$ cat src/rtl/tmux_pkg.sv
// Shared types and helpers for the temporal N-way multiplexer.
package tmux_pkg;

  // Widest gamma count (256 clocks) and widest channel index (32 channels).
  localparam int TMUX_TW_MAX    = 8;
  localparam int TMUX_IDX_W_MAX = 5;

  // Gamma-cycle arrival time at its widest.
  typedef logic [TMUX_TW_MAX-1:0] gtime_t;

  // Index of the lowest set bit. Returns 0 for an all-zero vector; callers
  // only use the result when at least one bit is set.
  function automatic int lowest_set(input logic [31:0] v);
    int idx;
    idx = 0;
    for (int i = 31; i >= 0; i--) begin
      if (v[i]) idx = i;
    end
    return idx;
  endfunction

endpackage

$ cat src/rtl/edge_timestamp.sv
// One temporal line: rising-edge detect, first-arrival timestamp and arrived flag.
module edge_timestamp
  import tmux_pkg::*;
#(
  parameter int TW = 4
) (
  input  logic          clk,
  input  logic          grst,
  input  logic          i_line,
  input  logic          i_en,     // edges may be captured at this gcnt
  input  logic          i_clr,    // gamma boundary: forget this cycle's arrival
  input  logic [TW-1:0] i_gcnt,
  output logic          o_arrived,
  output logic [TW-1:0] o_time
);

  logic          r_prev;
  logic          r_arrived;
  logic [TW-1:0] r_time;
  logic          w_set;

  // Only the first edge of a gamma cycle is kept; later edges are ignored.
  assign w_set = i_line & ~r_prev & i_en & ~r_arrived;

  // Previous sample always tracks the line; the arrival capture wins over the boundary clear.
  always_ff @(posedge clk or posedge grst) begin
    if (grst) begin
      r_prev    <= 1'b0;
      r_arrived <= 1'b0;
      r_time    <= '0;
    end else begin
      r_prev <= i_line;
      if (w_set) begin
        r_arrived <= 1'b1;
        r_time    <= i_gcnt;
      end else if (i_clr) begin
        r_arrived <= 1'b0;
      end
    end
  end

  assign o_arrived = r_arrived;
  assign o_time    = r_time;

endmodule

$ cat src/rtl/temporal_mux_n.sv
// Temporal N-way multiplexer: each channel whose first edge in the gamma
// cycle coincides with the select line's first edge drives its y bit.
// Optional macro TMUX_PULSE_OUT_EN turns y into PULSE_WIDTH-clock pulses.
module temporal_mux_n
  import tmux_pkg::*;
#(
  parameter int NUM_INPUTS        = 4,
  parameter int GAMMA_CYCLE_WIDTH = 16,
  parameter int PULSE_WIDTH       = 8
) (
  input  logic                          clk,
  input  logic                          grst,
  input  logic [NUM_INPUTS-1:0]         inputs,
  input  logic                          select_line,
  output logic [NUM_INPUTS-1:0]         y,
  output logic                          match_valid,
  output logic [$clog2(NUM_INPUTS)-1:0] match_idx,
  output logic                          gamma_start
);

  localparam int TW = $clog2(GAMMA_CYCLE_WIDTH);
  localparam int IW = $clog2(NUM_INPUTS);

  logic                           r_started;
  logic [TW-1:0]                  r_gcnt;
  logic                           w_wrap;
  logic                           w_en;

  logic [NUM_INPUTS-1:0]          w_arr;
  logic [NUM_INPUTS-1:0][TW-1:0]  w_time;
  logic                           w_sel_arr;
  logic [TW-1:0]                  w_sel_time;

  logic [NUM_INPUTS-1:0]          w_match;
  logic [NUM_INPUTS-1:0]          w_hit_next;
  logic [31:0]                    w_hit_ext;
  logic [NUM_INPUTS-1:0]          r_hit;
  logic                           r_mv;
  logic [IW-1:0]                  r_idx;

  // The edge on which gcnt == GAMMA_CYCLE_WIDTH-1 is the boundary.
  assign w_wrap = r_started && (r_gcnt == TW'(GAMMA_CYCLE_WIDTH - 1));
  // Edges this late could not finish a match before the boundary.
  assign w_en   = r_started && (r_gcnt < TW'(GAMMA_CYCLE_WIDTH - 2));

  // Gamma counter; the first edge after reset opens cycle 0 without counting.
  always_ff @(posedge clk or posedge grst) begin
    if (grst) begin
      r_started <= 1'b0;
      r_gcnt    <= '0;
    end else if (!r_started) begin
      r_started <= 1'b1;
    end else begin
      r_gcnt <= r_gcnt + 1'b1;
    end
  end

  assign gamma_start = r_started && (r_gcnt == '0);

  for (genvar gi = 0; gi < NUM_INPUTS; gi++) begin : g_ch
    edge_timestamp #(.TW(TW)) u_ch (
      .clk       (clk),
      .grst      (grst),
      .i_line    (inputs[gi]),
      .i_en      (w_en),
      .i_clr     (w_wrap),
      .i_gcnt    (r_gcnt),
      .o_arrived (w_arr[gi]),
      .o_time    (w_time[gi])
    );
  end

  edge_timestamp #(.TW(TW)) u_sel (
    .clk       (clk),
    .grst      (grst),
    .i_line    (select_line),
    .i_en      (w_en),
    .i_clr     (w_wrap),
    .i_gcnt    (r_gcnt),
    .o_arrived (w_sel_arr),
    .o_time    (w_sel_time)
  );

  // Channel matches need both arrivals; a missing arrival never matches.
  always_comb begin
    w_match = '0;
    for (int i = 0; i < NUM_INPUTS; i++) begin
      w_match[i] = w_arr[i] & w_sel_arr & (w_time[i] == w_sel_time);
    end
    w_hit_next = w_wrap ? '0 : (r_hit | w_match);
    w_hit_ext  = '0;
    w_hit_ext[NUM_INPUTS-1:0] = w_hit_next;
  end

  // Sticky match state; index captured on the first match of the cycle.
  always_ff @(posedge clk or posedge grst) begin
    if (grst) begin
      r_hit <= '0;
      r_mv  <= 1'b0;
      r_idx <= '0;
    end else begin
      r_hit <= w_hit_next;
      r_mv  <= |w_hit_next;
      if (w_wrap)
        r_idx <= '0;
      else if (!r_mv && (|w_hit_next))
        r_idx <= IW'(lowest_set(w_hit_ext));
    end
  end

  assign match_valid = r_mv;
  assign match_idx   = r_idx;

`ifdef TMUX_PULSE_OUT_EN
  localparam int PCW = $clog2(PULSE_WIDTH + 1);

  logic [NUM_INPUTS-1:0][PCW-1:0] r_pcnt;
  logic [NUM_INPUTS-1:0]          r_pulse;

  // Per-channel pulse: starts on the new match, ends after PULSE_WIDTH clocks or at the boundary.
  always_ff @(posedge clk or posedge grst) begin
    if (grst) begin
      r_pcnt  <= '0;
      r_pulse <= '0;
    end else begin
      for (int i = 0; i < NUM_INPUTS; i++) begin
        if (w_wrap) begin
          r_pulse[i] <= 1'b0;
          r_pcnt[i]  <= '0;
        end else if (w_hit_next[i] && !r_hit[i]) begin
          r_pulse[i] <= 1'b1;
          r_pcnt[i]  <= PCW'(1);
        end else if (r_pulse[i]) begin
          if (r_pcnt[i] == PCW'(PULSE_WIDTH))
            r_pulse[i] <= 1'b0;
          else
            r_pcnt[i] <= r_pcnt[i] + 1'b1;
        end
      end
    end
  end

  assign y = r_pulse;
`else
  assign y = r_hit;
`endif

endmodule

$ cat config.mk
export PLATFORM = sky130hd
export DESIGN_NAME = temporal_mux_n
export DESIGN_NICKNAME = d
export VERILOG_FILES = /design/src/rtl/tmux_pkg.sv /design/src/rtl/edge_timestamp.sv /design/src/rtl/temporal_mux_n.sv
export SDC_FILE = /design/constraint.sdc
export NUM_CORES = 1
export LEC_CHECK = 0
export ABC_AREA = 1
export CAP_MARGIN = 40
export CORE_ASPECT_RATIO = 0.75
export CORE_MARGIN = 1.5
export CORE_UTILIZATION = 62
export DETAILED_ROUTE_END_ITERATION = 10
export GPL_TIMING_DRIVEN = 0
export PLACE_DENSITY = 0.91
export SLEW_MARGIN = 30
export SYNTH_ARGS = -nofsm -noshare
export SYNTH_HDL_FRONTEND = slang
export SYNTH_HIERARCHICAL = 1
export SYNTH_SLANG_ARGS = --single-unit
export TNS_END_PERCENT = 50
$ cat constraint.sdc
create_clock -name clk -period 3.1 [get_ports clk]
set_input_delay 0.31 -clock clk [delete_from_list [all_inputs] [get_ports clk]]
set_output_delay 0.31 -clock clk [all_outputs]
set_load 0.01 [all_outputs]
Word level (Yosys, flattened, before mapping)
Cells that the tools add are included.
{ "totals": {"register_bits": 42, "inputBits": 7, "output_inout_bits": 8, "elab_cells": 87} }
{ "op_classes": {"n_addsub": 1, "n_lt_le_gt_ge": 1, "eq_ne": 5, "mux": 13, "n_bitwise": 34, "reduce_logical": 13} }
{ "ops": {"columns": ["operator", "count"], "rows": [
  ["$and 1x1->1", 23],
  ["$eq 4x4->1", 4],
  ["$mux 2", 6],
  ["$reduce_bool 2->1", 6],
  ["$not 1->1", 10],
  ["$mux 1", 6],
  ["$add 4x1->4 const B", 1],
  ["$eq 4x4->1 const B", 1],
  ["$logic_and 1x1->1", 4],
  ["$logic_not 4->1", 1],
  ["$lt 4x4->1 const B", 1],
  ["$mux 4", 1],
  ["$or 4x4->4", 1],
  ["$reduce_or 4->1", 1],
  ["$logic_not 1->1", 1]
]} }

Logic depth before layout (Yosys ltp)
{ "logic_depth": {"depth_word": 10, "ltp_mapped": 12, "ltp_nobuf": 12} }

Modules after synthesis
The synthesis kept the hierarchy.
{ "by_module_without_submodules": {"columns": ["module", "n_inst", "cells_each", "area_each_um2", "seq_area_each_um2"], "rows": [
  ["edge_timestamp", 5, 25, 242.7, 150.1],
  ["temporal_mux_n", 1, 142, 875.8, 300.3]
]} }

Worst setup path after synthesis
No wires, ideal clock.
{ "synth_path": {"path_kind": "flip-flop to flip-flop", "startpoint": "register r_gcnt[0]", "endpoint": "register r_idx[0], in the netlist match_idx[0]", "setup_time_ns": 0.118, "t_arrival_ns": 1.388, "required_ns": 2.982, "slack_ns": 1.594, "stages_incl_launch_ff": 11, "path_buffers": 0, "synth_period_minus_slack_ns": 1.506, "cell_sequence": "dfrtp_1 > ha_1 > nand2_2 > nor3_4 > inv_2 > nand2_1 > nand2_1 > nor2_1 > nor2_1 > nand2_1 > nand2_1"} }
{ "synth_via": {"elab_chain_cells": 9, "word_cells_on_any_way": 12, "cone_classes": "1 x eq/ne; 7 x mux; 4 x reduce/logical"} }
{ "synth_lines": {"columns": ["element", "line_no", "source"], "rows": [
  ["start: declaration", "temporal_mux_n.sv:25", "logic [TW-1:0] r_gcnt;"],
  ["start signal: assignment", "temporal_mux_n.sv:54", "r_gcnt <= r_gcnt + 1'b1;"],
  ["$eq 4x4->1 (*)", "temporal_mux_n.sv:42", "assign w_wrap = r_started && (r_gcnt == TW'(GAMMA_CYCLE_WIDTH - 1));"],
  ["$logic_and 1x1->1 (*)", "temporal_mux_n.sv:42", null],
  ["named net w_wrap", "temporal_mux_n.sv:26", "logic w_wrap;"],
  ["$mux 4", "temporal_mux_n.sv:90", "w_hit_next = w_wrap ? '0 : (r_hit | w_match);"],
  ["$mux 2 (4 in a row)", "tmux_pkg.sv:17", "if (v[i]) idx = i;"],
  ["$mux 2", "temporal_mux_n.sv:106", "else if (!r_mv && (|w_hit_next))"],
  ["$mux 2", "temporal_mux_n.sv:104", "if (w_wrap)"],
  ["end signal: assignment", "temporal_mux_n.sv:107", "r_idx <= IW'(lowest_set(w_hit_ext));"],
  ["end: declaration", "temporal_mux_n.sv:39", "logic [IW-1:0] r_idx;"]
]} }
Mark *: on every way through the listed nets, which the timed path passes. The rest lies on a longest branch. The select of a mux whose other input is x is not followed.
A chain may end at the register's enable or synchronous reset.

Final worst setup path
{ "layout_path": {"startpoint": "register r_gcnt[1]", "endpoint": "output port gamma_start"} }
{ "layout_via": {"elab_chain_cells": 2} }
{ "layout_lines": {"columns": ["element", "line_no", "source"], "rows": [
  ["$logic_not 4->1", "temporal_mux_n.sv:58", "assign gamma_start = r_started && (r_gcnt == '0);"],
  ["$logic_and 1x1->1", "temporal_mux_n.sv:58", null],
  ["end: declaration", "temporal_mux_n.sv:18", "output logic gamma_start"]
]} }
No other way between the ends.

==> run summary <==
Crit start category: flop
Worst Max-Slew Pin Slew: 0.505 ns
Root Buffer Master: clkbuf_8
Largest net degree at the start of global routing: 13
CTS Buf Count: 5
Vias: 1,698
Status: finished clean
Worst EP required: 2.79 ns
Worst Setup Slack, final: 0.912 ns
Yosys top cell area share: 50.3%
Clock buffer depth: 2
Dpl cell area: 2280 um^2
R2R depth: 10
Number of global-route vias before repair: 1,587
Area of the multi-input gates: 862 um^2
Skew final: 0.00618 ns
DRT met1 WL: 1940 um
Final setup viols: 0
Synth Area in Compound Gates: 3.65%
Final period util: 70.6%
Total core area: 3240 um^2
Syn Inst Count: 267
Gr ovfl total: 0
Clock sink count: 42
Peak supply drop: 0.000574 V
Seq. cell area: 1050 um^2
Max Cap Viol: 0
Area growth from synthesis to layout: 13.5%
Postcts setup bufs: 0
Final Net Count: 297
Pleak: 1.35 nW
Post-synthesis adder-cell area fraction: 1.20%
Final instance area: 2370 um^2
Mapped Nets: 276
IO buf count: 14
Final Hold Fails: 0
Dpl cells: 321
Vias per Instance: 5.16
Worst setup EP type: primary output
Seq/Total Area, Yosys: 50.3%
H-tree depth: 2
Final non-filler cell total: 329
Area leader, netlist: dfrtp_1
Post-synthesis xor/xnor area fraction: 1.26%
Met3 routed WL: 272 um
Largest cells by area after synthesis: dfrtp_1 50%, nand2_1 17%, inv_1 6.8%
Syn_area_per_cell: 7.83 um^2
CTS tree: yes
Crit Path Max Fanout: 8
Mapped cell area: 2090 um^2
Count of pins over their slew limit: 0
Tmin final: 2.19 ns
Placement Rows: 18
Initial antenna violation count: 0
Routed wire per std cell: 13.2 um
GP Congestion: 0.827
Pre-CTS setup slack: 1.12 ns
Die H: 53.3 um
Worst EP arrival: 1.88 ns
Diode count: 0
Library cells used by synthesis: 21
Peak Freq: 457 MHz
Hpwl dp: 3190 um
Highest metal used: met4
Cells resized by post-CTS repair: 0
RSZ-0062 raised after global routing: false
Detailed-route DRC error count: 0
Iter 0 DRT Violations: 149
CTS clk-pin slew, worst paths: 0.07 ns
First-pass GRT wire length: 7430 um
Worst skew pair latency: 0.30 ns
Crit Path Category: reg2out
Drt first pass iters: 5
Largest family of logic cells by synthesized area: simple AND/OR/NAND/NOR gates
Antenna Violating Nets Remaining: 0
Die W: 70.0 um
Simple-gate share of the synthesized area: 35.0%
Layout cells sized above 1: 10.4%
Hold Buf Count CTS: 0
Worst Hold Class: in2async
Final wirelength: 4330 um
Met2 wire length: 2000 um
Slew headroom: 66.3%
Fillers: 260
Io pins: 15
Starting Density: 64.4%
#FFs+latches synth: 42
Post-synthesis mux area share: 0%
Syn. warnings: 6
PD cells: 899 nW/um^2
Tot GR Track Use: 27.3%
Die area: 3730 um^2
TNS Setup: 0 ns
metrics by stage:
step	total power, mW	utilization (%)	hold WS, ns
2_1_floorplan	1.51	-	0.101
3_3_place_gp	1.73	70.3	0.459
3_5_place_dp	1.78	70.3	0.464
4_1_cts	2.14	73.1	0.420
5_1_grt	2.32	73.1	0.446
6_report	2.13	73.1	0.413
where the power goes:
group          internal, mW  switching (mW)  total [mW]
Clock                 0.180           0.185       0.365
Combinational         0.309           0.456       0.766
Sequential            0.745           0.257        1.00
Total                  1.23           0.899        2.13
sequential cells by signal, indices dropped and copies added (netlist names):
register             flops
g_ch.u_ch/o_time        16
g_ch.u_ch/o_arrived      4
g_ch.u_ch/r_prev         4
r_gcnt                   4
u_sel/o_time             4
y                        4
match_idx                2
match_valid              1
r_started                1
u_sel/o_arrived          1
u_sel/r_prev             1
logic make-up after synthesis:
| kind of cell | count (synthesis) |
|---|---|
| AOI/OAI and AO/OA | 14 |
| and+or+nand+nor | 159 |
| adders and majority gates | 2 |
| other | 1 |
| DFF | 42 |
| buffers and inverters | 46 |
| xor gates and xnor gates | 3 |
per-layer routing:
| metal | GRT usage [%] | vias up |
|---|---|---|
| li1 | - | 855 |
| met1 | 35.7 | 783 |
| met2 | 42.9 | 49 |
| met3 | 8.38 | 11 |
| met4 | 11.2 | 0 |
| met5 | 0 | - |
worst max-delay path, stage by stage (launching register included):
cell and delay (ns):
dfrtp_1 0.51, inv_1 0.16, ha_1 0.17, nand2_1 0.05
nor3_1 0.13, clkdlybuf4s50_1 0.56
cell usage in the layout (no fill, tap or decap), types with 2 or more instances in the layout:
master / instances
a21oi_1: 2
clkbuf_8: 6
clkdlybuf4s50_1: 14
dfrtp_1: 42
ha_1: 2
inv_1: 38
inv_2: 7
nand2_1: 96
nand2_2: 4
nand2_4: 5
nand3_1: 26
nor2_1: 20
nor2_4: 5
o21ai_0: 8
o21ai_1: 2
xor2_1: 3
final timing paths:
kind / from / endpoint / slack, ns
setup reg to reg: r_gcnt[0]$_DFFE_PP0P_ / match_idx[0]$_DFFE_PP0P_ / 1.09
min in group clk: inputs[1] / g_ch[1].u_ch/r_prev$_DFF_PP0_ / 0.48
hold / removal: grst / g_ch[3].u_ch/o_time[3]$_DFFE_PP0P_ / 0.41
max in group asynchronous: grst / r_gcnt[3]$_DFFE_PP0P_ / 2.23
setup / recovery: r_gcnt[1]$_DFFE_PP0P_ / gamma_start / 0.91
hold reg to reg: g_ch[1].u_ch/o_time[1]$_DFFE_PP0P_ / g_ch[1].u_ch/o_time[1]$_DFFE_PP0P_ / 0.49
final cells by class:
class                      count  share of cell area [%]
clock inverter                 1                   0.211
buffer                         1                   0.317
sequential                    42                    44.3
timing repair buffer          14                    5.91
multi-input combinational    179                    36.4
inverter                      45                    7.12
tap                           40                    2.11
clock buffer                   7                    3.64
Yosys cell counts (all sizes together):
master and instances:
nand2 105, inv 45, dfrtp 42, nand3 26, nor2 25, o21ai 10, xor2 3, a21oi 2
ha 2, nor3 2, buf 1, conb 1, nand4 1, o2111ai 1, o31ai 1
No activity file was read; power rests on OpenSTA's default activity.
==> edit (config.mk and constraints unchanged) <==
Set the parameter `NUM_INPUTS` to 8 (it was 4).
--- a/src/rtl/temporal_mux_n.sv
+++ b/src/rtl/temporal_mux_n.sv
@@ -5,5 +5,5 @@
   import tmux_pkg::*;
 #(
-  parameter int NUM_INPUTS        = 4,
+  parameter int NUM_INPUTS        = 8,
   parameter int GAMMA_CYCLE_WIDTH = 16,
   parameter int PULSE_WIDTH       = 8
Interface: changed (resized inputs, match_idx and y); port bits go from 15 to 24. No check against the original RTL was run, so the function may have changed too.
==> edit against the unedited design <==
- worst setup slack worse by 440 ps
- wire length is 95% higher
- count of clock-buffer cells in the layout is 3 higher
- total power is 89% higher
- combinational power is 100% higher
- global-route usage is 2.3 points higher
- synthesized area is 74% higher
- sequential cell count is 29 higher
- non-clock buffer count is 15 higher
- clock power is 120% higher
- final area is 77% higher
- largest cell class unchanged
==> edit: results (changes against the unedited design) <==
* Status: finished, final reports clean
* H-tree levels at 3 (+1)
* Worst-path maximum fanout at 13 (+5)
* Via/cell ratio at 5.28 (+2.3%)
* Layout cells sized above 1 at 0.121 (+0.0167)
* Gr usage total at 0.296 (+0.0227)
* Wire length per cell at 14.6 um (+11%)
* Vias in the first global route at 2973 (+87%)
* PortBufs at 23 (+9)
* Post-synthesis sequential area ratio at 0.488 (-0.0154)
* Synth top cells by count: 159 x nand2_1, 75 x inv_1, 71 x dfrtp_1, 50 x nand3_1, 26 x nor2_1
* Worst skew pair latency at 360 ps (+60 ps)
* Worst vdd ir at 467 uV (-19%)
* Crit-path slowest cell: dfrtp_1
* Critical Path Max Stage Delay at 760 ps (+200 ps)
* Filler instances at 413 (+59%)
* Crit Path Category: register to register
* Hold Crit Class: primary input to register
* Worst-Margin Slew at 673 ps (+168 ps)
* Largest register FFs at 32 (+16)
* Post-DP HPWL at 5790 um (+82%)
* CTS Buf Count at 9 (+4)
* Synth area leaders: dfrtp_1 49%, nand2_1 16%, inv_1 7.7%
* Global-route wire length before repair at 14200 um (+91%)
* GPL Wtd Cong at 0.882 (+6.7%)
* # nets final at 514 (+73%)
* Largest net degree at the start of global routing at 18 (+5)
* Final Skew at 4.16 ps (-2.02 ps)
* WP data arrival at 2880 ps (+1000 ps)
* DP Worst Slack at 583 ps (-541 ps)
* R2R depth at 13 (+3)
* Static leakage at 2.34 nW (+74%)
edit: cell type report:
cell class	instances	area, um2	share of cell area
Inverter	81	309	0.0738
Multi-Input combinational cell	308	1510	0.360
Tap cell	75	93.8	0.0224
Timing Repair Buffer	23	230	0.0550
Clock buffer	10	128	0.0305
Buffer	7	48.8	0.0116
Clock inverter	6	93.8	0.0224
Sequential cell	71	1780	0.424
edit: final timing paths:
kind,end,slack [ps]
max,match_idx[0],470
min,g_ch[7].u_ch/r_prev,410
max reg2reg,match_idx[0],470
min reg2reg,g_ch[7].u_ch/o_time[3],480
max in group asynchronous,y[0],1930
min in group asynchronous,g_ch[0].u_ch/o_time[1],540
edit: worst register-to-register path: stages, from the launching register on:
cell     delay, ps
dfrtp_1        760
ha_1           270
nand2_2         80
nor3_4         510
inv_2          110
buf_6          180
nand2_2        110
nand2_2         70
nor2_2         130
nand2_4         80
nand2_4         70
nor2_1          40
nand2_1         60
nand2_1         50
edit: power by group:
| group | switching (mW) | internal (mW) | total, mW |
|---|---|---|---|
| Sequential | 0.418 | 1.26 | 1.68 |
| Clock | 0.361 | 0.458 | 0.819 |
| Combinational | 0.941 | 0.588 | 1.53 |
edit: per-stage QoR:
step	total power, mW	std cells	area, um2	hold slack [ps]	utilization
2_1_floorplan	2.65	467	3640	101	-
5_1_grt	4.33	581	4190	425	0.762
4_1_cts	4.01	581	4190	405	0.762
3_3_place_gp	3.07	565	3970	450	0.722
6_report	4.03	581	4190	413	0.762
3_5_place_dp	3.17	565	3970	461	0.722
edit: cell families after synthesis:
group           after synthesis  synth area share
compound gates               29            0.0419
xor+xnor                      5            0.0120
fa+ha+maj                     2           0.00687
buf+inv                      88            0.0982
flops                        71             0.488
other cells                   1           0.00103
simple gates                271             0.352
edit: layer usage:
| metal | up-vias | share of wire | GRT usage |
|---|---|---|---|
| li1 | 1483 | - | - |
| met1 | 1418 | 0.41 | 0.386 |
| met2 | 145 | 0.48 | 0.459 |
| met3 | 22 | 0.095 | 0.0954 |
| met4 | 0 | 0.023 | 0.116 |
| met5 | - | 0 | 0 |
